## src/rtl/note_player_pkg.sv

```systemverilog
// Shared types and constants for the note player: FSM states, note payload
// and the octave-5 phase-increment table.
package note_player_pkg;

  localparam int unsigned PITCH_W    = 6;
  localparam int unsigned LEN_W      = 5;
  localparam int unsigned INSTR_W    = 4;
  localparam int unsigned OCT_W      = 3;
  localparam int unsigned SEMI_W     = 4;
  localparam int unsigned BASE_W     = 16;
  localparam int unsigned PITCH_REST = 0;
  localparam int unsigned SEMITONES  = 12;
  localparam int unsigned MAX_OCT    = 5;

  typedef enum logic [2:0] {
    ST_IDLE      = 3'd0,
    ST_REQUEST   = 3'd1,
    ST_WAIT_NOTE = 3'd2,
    ST_DECODE    = 3'd3,
    ST_PLAY      = 3'd4
  } state_e;

  typedef struct packed {
    logic [PITCH_W-1:0] pitch;
    logic [LEN_W-1:0]   len;
    logic [INSTR_W-1:0] instrument;
  } note_t;

  // Equal-tempered octave-5 increments, C = 0x8000
  function automatic logic [BASE_W-1:0] base_phase(input logic [SEMI_W-1:0] semi);
    case (semi)
      4'd0:    base_phase = 16'd32768;
      4'd1:    base_phase = 16'd34716;
      4'd2:    base_phase = 16'd36781;
      4'd3:    base_phase = 16'd38968;
      4'd4:    base_phase = 16'd41285;
      4'd5:    base_phase = 16'd43740;
      4'd6:    base_phase = 16'd46341;
      4'd7:    base_phase = 16'd49097;
      4'd8:    base_phase = 16'd52016;
      4'd9:    base_phase = 16'd55109;
      4'd10:   base_phase = 16'd58386;
      4'd11:   base_phase = 16'd61858;
      default: base_phase = '0;
    endcase
  endfunction

endpackage

```

## src/rtl/note_player_pitch_decoder.sv

```systemverilog
// Iterative pitch-to-phase converter: repeated subtract-12 yields semitone and
// octave, then the octave-5 table entry is shifted down by the octave deficit.
module pitch_decoder
  import note_player_pkg::*;
#(
  parameter int unsigned PHASE_W = 16
) (
  input  logic               i_clk,
  input  logic               i_rst,
  input  logic               i_start,
  input  logic               i_abort,
  input  logic [PITCH_W-1:0] i_pitch,
  output logic               o_done_c,
  output logic [PHASE_W-1:0] o_phase_inc_c
);

  logic [PITCH_W-1:0] r_q, r_d;
  logic [OCT_W-1:0]   oct_q, oct_d;
  logic               busy_q, busy_d;
  logic               rest_q, rest_d;

  always_ff @(posedge i_clk) begin
    if (i_rst) begin
      r_q    <= '0;
      oct_q  <= '0;
      busy_q <= 1'b0;
      rest_q <= 1'b0;
    end else begin
      r_q    <= r_d;
      oct_q  <= oct_d;
      busy_q <= busy_d;
      rest_q <= rest_d;
    end
  end

  always_comb begin
    r_d    = r_q;
    oct_d  = oct_q;
    busy_d = busy_q;
    rest_d = rest_q;
    if (i_abort) begin
      busy_d = 1'b0;
    end else if (i_start) begin
      rest_d = (i_pitch == PITCH_W'(PITCH_REST));
      r_d    = rest_d ? '0 : i_pitch - PITCH_W'(1);
      oct_d  = '0;
      busy_d = 1'b1;
    end else if (busy_q) begin
      if (r_q >= PITCH_W'(SEMITONES)) begin
        r_d   = r_q - PITCH_W'(SEMITONES);
        oct_d = oct_q + OCT_W'(1);
      end else begin
        busy_d = 1'b0;
      end
    end
  end

  assign o_done_c      = busy_q && (r_q < PITCH_W'(SEMITONES));
  assign o_phase_inc_c = rest_q ? '0
                       : PHASE_W'(base_phase(r_q[SEMI_W-1:0])) >> (OCT_W'(MAX_OCT) - oct_q);

endmodule

```

## src/rtl/note_player.sv

```systemverilog
// Note-interface consumer: requests notes from the sequencer, decodes pitch
// to a phase increment and holds gate/frequency/instrument for len+1 ticks.
module note_player
  import note_player_pkg::*;
#(
  parameter int unsigned PHASE_W        = 16,
  parameter int unsigned TIMEOUT_CYCLES = 16,
  parameter int unsigned ARTIC          = 1
) (
  input  logic               i_clk,
  input  logic               i_rst,
  input  logic               i_enable,
  input  logic               i_tick,
  output logic               o_note_stb,
  input  logic               i_note_valid,
  input  logic [PITCH_W-1:0] i_note_pitch,
  input  logic [LEN_W-1:0]   i_note_len,
  input  logic [INSTR_W-1:0] i_note_instrument,
  output logic               o_gate,
  output logic [PHASE_W-1:0] o_phase_inc,
  output logic [INSTR_W-1:0] o_instrument,
  output logic               o_note_start,
  output logic               o_timeout
);

  localparam int unsigned TO_W = (TIMEOUT_CYCLES > 1) ? $clog2(TIMEOUT_CYCLES) : 1;

  state_e             state_q, state_d;
  logic [TO_W-1:0]    to_cnt_q, to_cnt_d;
  logic [LEN_W-1:0]   tick_cnt_q, tick_cnt_d;
  note_t              note_q, note_d;
  logic               stb_q, stb_d;
  logic               timeout_q, timeout_d;
  logic               note_start_q, note_start_d;
  logic               gate_q, gate_d;
  logic [PHASE_W-1:0] phase_q, phase_d;
  logic [INSTR_W-1:0] instr_q, instr_d;

  logic               dec_start;
  logic               dec_done_c;
  logic [PHASE_W-1:0] dec_phase_c;

  assign dec_start = i_enable && (state_q == ST_WAIT_NOTE) && i_note_valid;

  pitch_decoder #(.PHASE_W(PHASE_W)) u_pitch_decoder (
    .i_clk         (i_clk),
    .i_rst         (i_rst),
    .i_start       (dec_start),
    .i_abort       (!i_enable),
    .i_pitch       (i_note_pitch),
    .o_done_c      (dec_done_c),
    .o_phase_inc_c (dec_phase_c)
  );

  always_ff @(posedge i_clk) begin
    if (i_rst) state_q <= ST_IDLE;
    else       state_q <= state_d;
  end

  // Next state; dropping enable overrides every other event
  always_comb begin
    state_d = state_q;
    if (!i_enable) begin
      state_d = ST_IDLE;
    end else begin
      case (state_q)
        ST_IDLE:      state_d = ST_REQUEST;
        ST_REQUEST:   state_d = ST_WAIT_NOTE;
        ST_WAIT_NOTE: if (i_note_valid)            state_d = ST_DECODE;
                      else if (to_cnt_q == '0)     state_d = ST_REQUEST;
        ST_DECODE:    if (dec_done_c)              state_d = ST_PLAY;
        ST_PLAY:      if (i_tick && tick_cnt_q == '0) state_d = ST_REQUEST;
        default:      state_d = ST_IDLE;
      endcase
    end
  end

  always_comb begin
    to_cnt_d     = to_cnt_q;
    tick_cnt_d   = tick_cnt_q;
    note_d       = note_q;
    stb_d        = 1'b0;
    timeout_d    = 1'b0;
    note_start_d = 1'b0;
    phase_d      = phase_q;
    instr_d      = instr_q;
    if (!i_enable) begin
      phase_d = '0;
    end else begin
      case (state_q)
        ST_REQUEST: begin
          stb_d    = 1'b1;
          to_cnt_d = TO_W'(TIMEOUT_CYCLES - 1);
        end
        ST_WAIT_NOTE: begin
          if (i_note_valid) begin
            note_d = '{pitch: i_note_pitch, len: i_note_len, instrument: i_note_instrument};
          end else if (to_cnt_q == '0) begin
            timeout_d = 1'b1;
          end else begin
            to_cnt_d = to_cnt_q - TO_W'(1);
          end
        end
        ST_DECODE: begin
          if (dec_done_c) begin
            phase_d      = dec_phase_c;
            instr_d      = note_q.instrument;
            tick_cnt_d   = note_q.len;
            note_start_d = 1'b1;
          end
        end
        ST_PLAY: begin
          if (i_tick && tick_cnt_q != '0) tick_cnt_d = tick_cnt_q - LEN_W'(1);
        end
        default: ;
      endcase
    end
    // Articulation: silence the last tick of multi-tick notes
    gate_d = (state_d == ST_PLAY) && (note_q.pitch != PITCH_W'(PITCH_REST))
          && !((ARTIC != 0) && (note_q.len != '0) && (tick_cnt_d == '0));
  end

  always_ff @(posedge i_clk) begin
    if (i_rst) begin
      to_cnt_q     <= '0;
      tick_cnt_q   <= '0;
      note_q       <= '0;
      stb_q        <= 1'b0;
      timeout_q    <= 1'b0;
      note_start_q <= 1'b0;
      gate_q       <= 1'b0;
      phase_q      <= '0;
      instr_q      <= '0;
    end else begin
      to_cnt_q     <= to_cnt_d;
      tick_cnt_q   <= tick_cnt_d;
      note_q       <= note_d;
      stb_q        <= stb_d;
      timeout_q    <= timeout_d;
      note_start_q <= note_start_d;
      gate_q       <= gate_d;
      phase_q      <= phase_d;
      instr_q      <= instr_d;
    end
  end

  assign o_note_stb   = stb_q;
  assign o_timeout    = timeout_q;
  assign o_note_start = note_start_q;
  assign o_gate       = gate_q;
  assign o_phase_inc  = phase_q;
  assign o_instrument = instr_q;

endmodule

```

## config.mk

```make
export PLATFORM = sky130hd
export DESIGN_NAME = note_player
export DESIGN_NICKNAME = d
export VERILOG_FILES = /design/src/rtl/note_player_pkg.sv /design/src/rtl/note_player_pitch_decoder.sv /design/src/rtl/note_player.sv
export SDC_FILE = /design/constraint.sdc
export NUM_CORES = 1
export LEC_CHECK = 0
export BUFFER_PORTS_ARGS = -buffer_cell sky130_fd_sc_hd__buf_2
export CORE_MARGIN = 2
export CORE_UTILIZATION = 35
export CTS_CLUSTER_SIZE = 25
export DETAILED_ROUTE_END_ITERATION = 8
export SETUP_SLACK_MARGIN = 0.4
export SYNTH_ARGS = -nofsm -noshare
export SYNTH_HDL_FRONTEND = slang
export SYNTH_SLANG_ARGS = --single-unit
```

## constraint.sdc

```tcl
create_clock -name i_clk -period 3.6 [get_ports i_clk]
set_input_delay 0.72 -clock i_clk [delete_from_list [all_inputs] [get_ports i_clk]]
set_output_delay 0.72 -clock i_clk [all_outputs]
set_load 0.05 [all_outputs]
```

==> reports/qor.yml <==
clock_tree:
  cts_root_buffer: "clkbuf_8"
  cts_made_buffers: 9
  clk-insertion-delay-late_ps: 350
  htreeDepth: 3
  clkTransAtPathRegs_ps: 80
  hold_buffers: 0
  cts_tree: "built"
  cts_buffer_depth: 2
  cts.sinks: 78
  ctsResizeCount: 0
  post-cts-setup-buffers: 0
setup_path:
  cp.required_ps: 3890
  crit_fanout: 20
  worstPathCellList: "ha_1 -> or4b_1 -> or3_1 -> nor2_1 -> buf_4 -> a22oi_1 -> nor2_1"
  start_kind: "register"
  slowest_delay_ps: 690
  crit_type: "register to register"
  crit_top_cell: "nor2_1"
  arrival_ps: 2970
  worst_path_max_delay_cell: "or3_1"
  endpoint_kind: "register"
synth:
  syn-mean-instance-area_um2: 8.33
  synth_commonest_cells: "78 x dfxtp_1, 63 x nand2_1, 62 x nor2_1"
  syn_inst: 467
  synth_most_common_cell: "dfxtp_1"
  syn_area_um2: 3890
  synth.distinct_cells: 62
  synthArstFlopShare_pct: 0
  synthTopCellsByArea: "dfxtp_1 40%, nand2_1 6.1%, nor2_1 6.0%, mux2i_1 5.4%, a21oi_1 4.6%"
  yosys_warnings: 0
  yosysSeqAreaShare_pct: 40.1
  yosysTopAreaCellShare_pct: 40.1
  synth-edff-count: 0
  yosys_most_used_dff: "dfxtp_1"
  yosys_register_bits: 78
  synth_nets: 498
  yosysTopAreaCell: "dfxtp_1"
layout:
  drive_gt1_share_pct: 17.0
  filler_cell_count: 1106
  diodes: 0
  utilization_pct: 41.0
  nets: 532
  area_growth_pct: 14.2
  finish.cell_count_without_fillers: 646
floorplan:
  ios: 44
  dieWidth_um: 109
  start_util_pct: 35.9
  die_h_um: 109
  row_count: 38
  core-area_um2: 10800
  die-area_um2: 12000
sta:
  post-route-min-period_ps: 2690
  rsz0062_at_grt: "false"
  hold_violations: 0
  tightest_slew_ps: 1050
  layout_setup_ws_ps: 912
  skew_ps: 10.2
  setup_tns_ps: 0
  slew_viol_final: 0
  setup_viol: 0
  timing.fmax_ghz: 0.372
  fin_crit_sh_pct: 74.7
  relSlewSlack_pct: 29.9
global_routing:
  grt_overflow: 0
  grt_max_degree: 30
  grt_pass1_vias: 3121
  grt_use_total_pct: 15.1
  grt_pass1_wl_mm: 14.3
  antenna_found_initial: 0
power_and_ir_drop:
  peakVddDrop_mv: 0.258
  p_total_uw: 1710
  power_density_nw_per_um2: 385
  p_leak_uw: 0.00169
detailed_routing:
  dr.pass1.iters: 4
  drc: 0
  drt-initial-drc-count: 192
  antenna_left: 0
  vias: 3374
  viasPerCell: 5.22
  wl_per_cell_um: 13.4
  wirelength_mm: 8.69
placed_design:
  place_inst: 630
  portBuffers: 43
  dpl.hpwl_mm: 6.49
  gp_congestion: 0.844
  pre_cts_ws_ps: 683
run:
  drv_cap: 0
worst_hold_path:
  min_path_type: "register to register"
status:
  status: "complete, no violations"
-- layout by cell type (no fill, tap or decap), types with 11 or more instances in the layout --
cell,count
dfxtp_1,78
nand2_1,63
nor2_1,62
buf_2,43
a21oi_1,36
o21ai_0,24
mux2i_1,21
inv_1,16
a22oi_1,13
ha_1,11
-- report_power, final --
| group | internal, µW | switching, µW | leakage, µW | total, µW |
|---|---|---|---|---|
| sequential | 870 | 8.17 | 0.000629 | 879 |
| clock | 413 | 333 | 0.000109 | 746 |
| combinational | 32.5 | 53.2 | 0.000955 | 85.7 |
| total | 1320 | 394 | 0.00169 | 1710 |
-- final timing paths --
path                     startpoint        endpoint  slack (ps)  cells past startpoint
max reg2reg  u_pitch_decoder.r_q[2]  o_phase_inc[2]         910                      7
max          u_pitch_decoder.r_q[2]  o_phase_inc[2]         910                      7
min reg2reg              note_q[11]      note_q[11]         460                      2
min                      note_q[11]      note_q[11]         460                      2
-- layout make-up --
cell class / instances / area, µm² / area share, %
well taps: 140 / 175 / 3.94
inverters: 17 / 63.8 / 1.44
multi-input cells: 343 / 2130 / 47.9
flip-flops and latches: 78 / 1560 / 35.1
repair buffers: 52 / 283 / 6.36
clock inverters: 6 / 92.6 / 2.08
clock buffers: 10 / 138 / 3.10
-- critical path: cells and delay by family, from the launching register on --
| family | cells | cell delay, ps |
|---|---|---|
| DFF | 1 | 340 |
| buffers and inverters | 1 | 210 |
| AOI/OAI and AO/OA | 1 | 70 |
| and+or+nand+nor | 4 | 1720 |
| adders and majority gates | 1 | 260 |
-- cells by family after synthesis --
logic type	Yosys count	synth area share [%]
DFF	78	40.1
xor gates and xnor gates	4	0.901
and+or+nand+nor	187	23.2
buffers and inverters	46	5.11
muxes	29	8.30
AOI/OAI and AO/OA	112	18.8
adders and majority gates	11	3.54
-- through the flow --
| stage | cell area (µm²) | hold slack, ps |
|---|---|---|
| after floorplan | 3890 | 431 |
| after global placement | 4210 | 438 |
| after detailed placement | 4210 | 452 |
| after CTS | 4440 | 463 |
| after global routing | 4440 | 482 |
| final | 4440 | 458 |
-- per-layer routing --
| metal | vias to the layer above | track usage, % | wire length, µm |
|---|---|---|---|
| met5 | - | 0 | 0 |
| met4 | 0 | 6.24 | 137 |
| met3 | 12 | 3.32 | 389 |
| met2 | 77 | 23.6 | 3890 |
| met1 | 1567 | 20.3 | 4280 |
| li1 | 1718 | - | - |
No activity file was read; power rests on OpenSTA's default activity.
